**config.mk**
```make
export PLATFORM = sky130hd
export DESIGN_NAME = uart_tx_scheduler
export DESIGN_NICKNAME = d
export VERILOG_FILES = /design/src/rtl/uart_tx_scheduler.sv
export SDC_FILE = /design/constraint.sdc
export NUM_CORES = 1
export LEC_CHECK = 0
export BUFFER_PORTS_ARGS = -buffer_cell sky130_fd_sc_hd__buf_2
export CAP_MARGIN = 40
export CORE_MARGIN = 3
export CORE_UTILIZATION = 38
export CTS_BUF_LIST = sky130_fd_sc_hd__clkbuf_8
export DETAILED_ROUTE_END_ITERATION = 12
export PLACE_DENSITY = 0.66
export SYNTH_ARGS = -nofsm -noshare
export SYNTH_HDL_FRONTEND = slang
export SYNTH_SLANG_ARGS = --single-unit
```
**constraint.sdc**
```tcl
create_clock -name i_uart_clk -period 2.4 [get_ports i_uart_clk]
set_input_delay 0.48 -clock i_uart_clk [delete_from_list [all_inputs] [get_ports i_uart_clk]]
set_output_delay 0.48 -clock i_uart_clk [all_outputs]
set_load 0.1 [all_outputs]
```
**src/rtl/uart_tx_scheduler.sv**
```systemverilog
// Round-robin sharing of one UART byte transmitter between two byte producers.
// Latches the winning byte, runs the start/busy handshake, then holds an inter-frame gap.
module uart_tx_scheduler #(
  parameter int GAP_CYCLES   = 16,
  parameter int BUSY_TIMEOUT = 8,
  parameter int CNT_W        = 8
) (
  input  logic       i_uart_clk,
  input  logic       i_rst_n,
  input  logic       i_req0,
  input  logic [7:0] i_data0,
  input  logic       i_req1,
  input  logic [7:0] i_data1,
  input  logic       i_tx_busy,
  output logic       o_ack0,
  output logic       o_ack1,
  output logic [7:0] o_tx_data,
  output logic       o_tx_start,
  output logic       o_timeout_err,
  output logic       o_grant_id
);

  localparam logic [2:0] ST_IDLE      = 3'd0;
  localparam logic [2:0] ST_START     = 3'd1;
  localparam logic [2:0] ST_WAIT_BUSY = 3'd2;
  localparam logic [2:0] ST_SEND      = 3'd3;
  localparam logic [2:0] ST_GAP       = 3'd4;

  localparam logic [CNT_W-1:0] CNT_ZERO   = {CNT_W{1'b0}};
  localparam logic [CNT_W-1:0] CNT_ONE    = CNT_W'(1);
  localparam logic [CNT_W-1:0] GAP_LAST   = CNT_W'(GAP_CYCLES - 1);
  localparam logic [CNT_W-1:0] BUSY_LIMIT = CNT_W'(BUSY_TIMEOUT);

  logic [2:0]       r_state;
  logic [CNT_W-1:0] r_cnt;
  logic             r_ptr;
  logic [7:0]       r_tx_data;
  logic             r_tx_start;
  logic             r_ack0;
  logic             r_ack1;
  logic             r_timeout_err;
  logic             r_grant_id;

  logic             w_any_req;
  logic             w_contend;
  logic             w_sel;
  logic             w_can_grant;
  logic [CNT_W-1:0] w_cnt_inc;

  // Arbitration: a lone requester wins outright, contention follows the pointer.
  always_comb begin
    w_any_req   = i_req0 | i_req1;
    w_contend   = i_req0 & i_req1;
    w_cnt_inc   = r_cnt + CNT_ONE;
    w_can_grant = w_any_req & ~i_tx_busy;
    if (w_contend) begin
      w_sel = r_ptr;
    end else if (i_req1) begin
      w_sel = 1'b1;
    end else begin
      w_sel = 1'b0;
    end
  end

  // Scheduler state, counter and every registered output.
  always_ff @(posedge i_uart_clk or negedge i_rst_n) begin
    if (!i_rst_n) begin
      r_state       <= ST_IDLE;
      r_cnt         <= CNT_ZERO;
      r_ptr         <= 1'b0;
      r_tx_data     <= 8'h00;
      r_tx_start    <= 1'b0;
      r_ack0        <= 1'b0;
      r_ack1        <= 1'b0;
      r_timeout_err <= 1'b0;
      r_grant_id    <= 1'b0;
    end else begin
      r_tx_start <= 1'b0;
      r_ack0     <= 1'b0;
      r_ack1     <= 1'b0;
      case (r_state)
        ST_IDLE: begin
          if (w_can_grant) begin
            r_tx_data  <= w_sel ? i_data1 : i_data0;
            r_grant_id <= w_sel;
            r_tx_start <= 1'b1;
            r_cnt      <= CNT_ZERO;
            r_state    <= ST_START;
            if (w_contend) begin
              r_ptr <= ~w_sel;
            end
          end
        end
        // The counter measures cycles since tx_start, so the START cycle counts as one.
        ST_START: begin
          r_cnt   <= w_cnt_inc;
          r_state <= ST_WAIT_BUSY;
        end
        ST_WAIT_BUSY: begin
          if (i_tx_busy) begin
            r_cnt   <= CNT_ZERO;
            r_state <= ST_SEND;
          end else if (w_cnt_inc == BUSY_LIMIT) begin
            r_timeout_err <= 1'b1;
            r_cnt         <= CNT_ZERO;
            r_state       <= ST_GAP;
          end else begin
            r_cnt <= w_cnt_inc;
          end
        end
        ST_SEND: begin
          if (!i_tx_busy) begin
            if (r_grant_id) begin
              r_ack1 <= 1'b1;
            end else begin
              r_ack0 <= 1'b1;
            end
            r_cnt   <= CNT_ZERO;
            r_state <= ST_GAP;
          end
        end
        ST_GAP: begin
          if (r_cnt == GAP_LAST) begin
            r_cnt   <= CNT_ZERO;
            r_state <= ST_IDLE;
          end else begin
            r_cnt <= w_cnt_inc;
          end
        end
        default: begin
          r_cnt   <= CNT_ZERO;
          r_state <= ST_IDLE;
        end
      endcase
    end
  end

  assign o_ack0        = r_ack0;
  assign o_ack1        = r_ack1;
  assign o_tx_data     = r_tx_data;
  assign o_tx_start    = r_tx_start;
  assign o_timeout_err = r_timeout_err;
  assign o_grant_id    = r_grant_id;

endmodule

```
==> flow_summary.toml <==
[sta]
finalCritPeriodShare_pct = 81.6
setup_viol = 0
slew_violations = 0
relSlewSlack_pct = 64.0
fmax_mhz = 511
clock_skew_ps = 2.38
rsz0062_at_grt = "false"
fin_crit_ps = 1960
worst_slew_pin_slew_ps = 541
fin_setup_tns_ps = 0
finalHoldViolations = 0

[critical_path]
critPathCaptureType = "flip-flop"
r2r_cells = 6
rrSetupSlack_ps = 440
crit_path_start_kind = "flip-flop"
worstPathMaxFanout = 6
worstSetupPathType = "flip-flop to flip-flop"
reg2reg_from = "r_cnt[0]$_DFFE_PN0P_"
required_ps = 2560
cp_slowest_cell = "dfrtp_1"
crit_chain = "ha_1 -> a211o_1 -> a211oi_2 -> o211a_1 -> o21ai_2 -> mux2_2"
cp_slowest_stage_delay_ps = 430
r2r_end = "r_cnt[0]$_DFFE_PN0P_"
arrival_ps = 2120

[floorplanning]
num_rows = 20
start_util_pct = 41.6
top_level_ports = 34
die-area_um2 = 4260
coreArea_um2 = 3200
die_w_um = 65.2
die_h_um = 65.2

[logic_synthesis]
synthCells = 129
ys_seq_area_share_pct = 46.9
synth_edf_count = 0
syn_avg_cell_area_um2 = 10.3
yosys_register_bits = 25
synth_cell_type_count = 43
syn_nets = 151
ys.flop_type = "dfrtp_1"
synthArstFlopShare_pct = 100
yosysWarnings = 0
syn-cell-area_um2 = 1330

[min_path]
hold_path_class = "primary input to asynchronous set/reset pin"

[finish]
antennaDiodeCount = 0
syn_to_final_growth_pct = 17.4
drive_gt1_share_pct = 29.6
nets = 185
final_cells = 206

[cts]
cts_tree = "built"
ctsResizeCount = 0
cts_hold_repair.buffers = 0
cts-buffers-inserted = 3
cts_htree_levels = 1
ctsLongestPathBuffers = 2
clk_latency_ps = 270
cts.clk_slew.worst_paths_ps = 90
cts.sinks = 25
cts_post_setup_buffers_inserted = 0
clock-root-buffer = "clkbuf_8"

[grt]
grt_pass1_wl_um = 4910
grt_max_degree = 26
track_usage_pct = 14.8
gr-total-overflow = 0
grt_pass1_vias = 1059
antenna_found_initial = 0

[drt]
via_per_inst = 5.13
routedWlPerCell_um = 13.5
firstDrtPassIters = 3
drtIter0Drc = 85
wl_um = 2780
ant_nets = 0
drc_errors = 0
vias = 1057

[power_and_ir_drop]
powerDensity_nw_per_um2 = 1400
peakVddDrop_uv = 682
total_power_w = 0.00219
p_leak_nw = 0.773

[status]
status = "finished, final reports clean"

[placement]
place_inst = 202
numPortBuffers = 33
dp_hpwl_um = 2110
gp_congestion = 0.864

[job]
cap_violations = 0
## routing by layer
metal,vias to the layer above,global-route usage [%],part of all wire [%]
li1,533,-,-
met1,502,18.5,46
met2,20,25.2,49
met3,2,3.76,3.9
met4,0,3.89,1.1
met5,-,0,0
## where the power goes
part           switching [W]  internal [W]  leakage, nW  total [W]
clock network       0.000131      0.000115       0.0269   0.000246
logic               0.000943      0.000296        0.432    0.00124
registers           0.000146      0.000557        0.314   0.000703
## cell usage after synthesis, types with 2 or more instances
master / n / area [µm²]
dfrtp_1: 25 / 626
nor2_1: 15 / 56.3
a21oi_1: 14 / 70.1
mux2i_1: 11 / 110
nand2_1: 5 / 18.8
nand3_1: 5 / 25.0
a31oi_1: 4 / 25.0
inv_1: 4 / 15.0
o21ai_0: 4 / 20.0
nor4b_1: 3 / 26.3
xnor2_1: 3 / 26.3
a22o_1: 2 / 17.5
buf_4: 2 / 15.0
buf_6: 2 / 22.5
nand2b_1: 2 / 12.5
## state kept, by name, summed over array words and instances (netlist names)
signal / cells
o_ack1: 1
r_state: 3
o_ack0: 1
r_ptr: 1
o_tx_start: 1
r_cnt: 8
o_grant_id: 1
o_timeout_err: 1
o_tx_data: 8
## layout by cell type (no fill, tap or decap), drive strengths merged
master	netlist	routed
o31a	1	1
nand2b	2	2
buf	5	35
nor3	1	1
nor4b	4	4
clkbuf	1	3
xnor2	3	3
and2b	1	1
a21o	1	1
a211oi	1	1
and4b	1	1
o21a	1	1
nand4	1	1
a21oi	14	14
o2111ai	1	1
a31oi	4	4
nand3	5	5
a211o	2	2
or2	1	1
xor2	1	1
a31o	1	1
o31ai	1	1
o21ai	5	5
nand2	6	6
nand3b	1	1
o211a	1	1
and3	1	1
nor2	16	16
dfrtp	25	25
inv	4	5
a22o	3	3
mux2i	11	11
ha	1	1
mux2	1	1
nor4	1	1
## cell type report
class / instances / area, µm²
fillers: 340 / 1640
repair buffers: 35 / 180
clock inverters: 1 / 3.75
clock buffers: 3 / 41.3
well taps: 44 / 55.1
multi-input cells: 94 / 646
flip-flops and latches: 25 / 626
inverters: 4 / 15.0
## per-stage QoR
| step | setup WS [ps] | utilization (%) | hold slack, ps | area (µm²) |
|---|---|---|---|---|
| 2_1_floorplan | 584 | - | 184 | 1330 |
| 3_3_place_gp | 511 | 47.5 | 449 | 1520 |
| 3_5_place_dp | 471 | 47.5 | 452 | 1520 |
| 4_1_cts | 446 | 48.9 | 205 | 1570 |
| 5_1_grt | 324 | 48.9 | 232 | 1570 |
| 6_report | 443 | 48.9 | 183 | 1570 |
## cell families after synthesis
kind of cell | count (synthesis) | share of synthesized area, %
adders and majority gates | 1 | 0.938
and+or+nand+nor | 41 | 17.6
xor gates and xnor gates | 4 | 2.63
muxes | 12 | 9.10
buffers and inverters | 10 | 4.69
AOI/OAI and AO/OA | 36 | 18.1
DFF | 25 | 46.9
## worst max-delay path: cells and delay by family, from the launching register on
kind | cells | cell delay [ps]
adder cells (fa/ha/maj) | 1 | 270
AO/OA/AOI/OAI | 4 | 890
multiplexers | 1 | 260
flip-flops | 1 | 430
## how the worst max path moves through the flow
stage	from	to	slack [ps]	cells past startpoint
3_3_place_gp	r_cnt[0]$_DFFE_PN0P_	r_cnt[0]$_DFFE_PN0P_	510	6
4_1_cts	r_cnt[0]$_DFFE_PN0P_	r_cnt[0]$_DFFE_PN0P_	450	6
6_report	r_cnt[0]$_DFFE_PN0P_	r_cnt[0]$_DFFE_PN0P_	440	6
2_1_floorplan	r_cnt[0]$_DFFE_PN0P_	r_cnt[0]$_DFFE_PN0P_	580	6
5_1_grt	r_cnt[0]$_DFFE_PN0P_	r_state[2]$_DFFE_PN0P_	320	6
3_5_place_dp	r_cnt[0]$_DFFE_PN0P_	r_cnt[0]$_DFFE_PN0P_	470	6
Note: power is estimated with default switching activity, not from simulation.
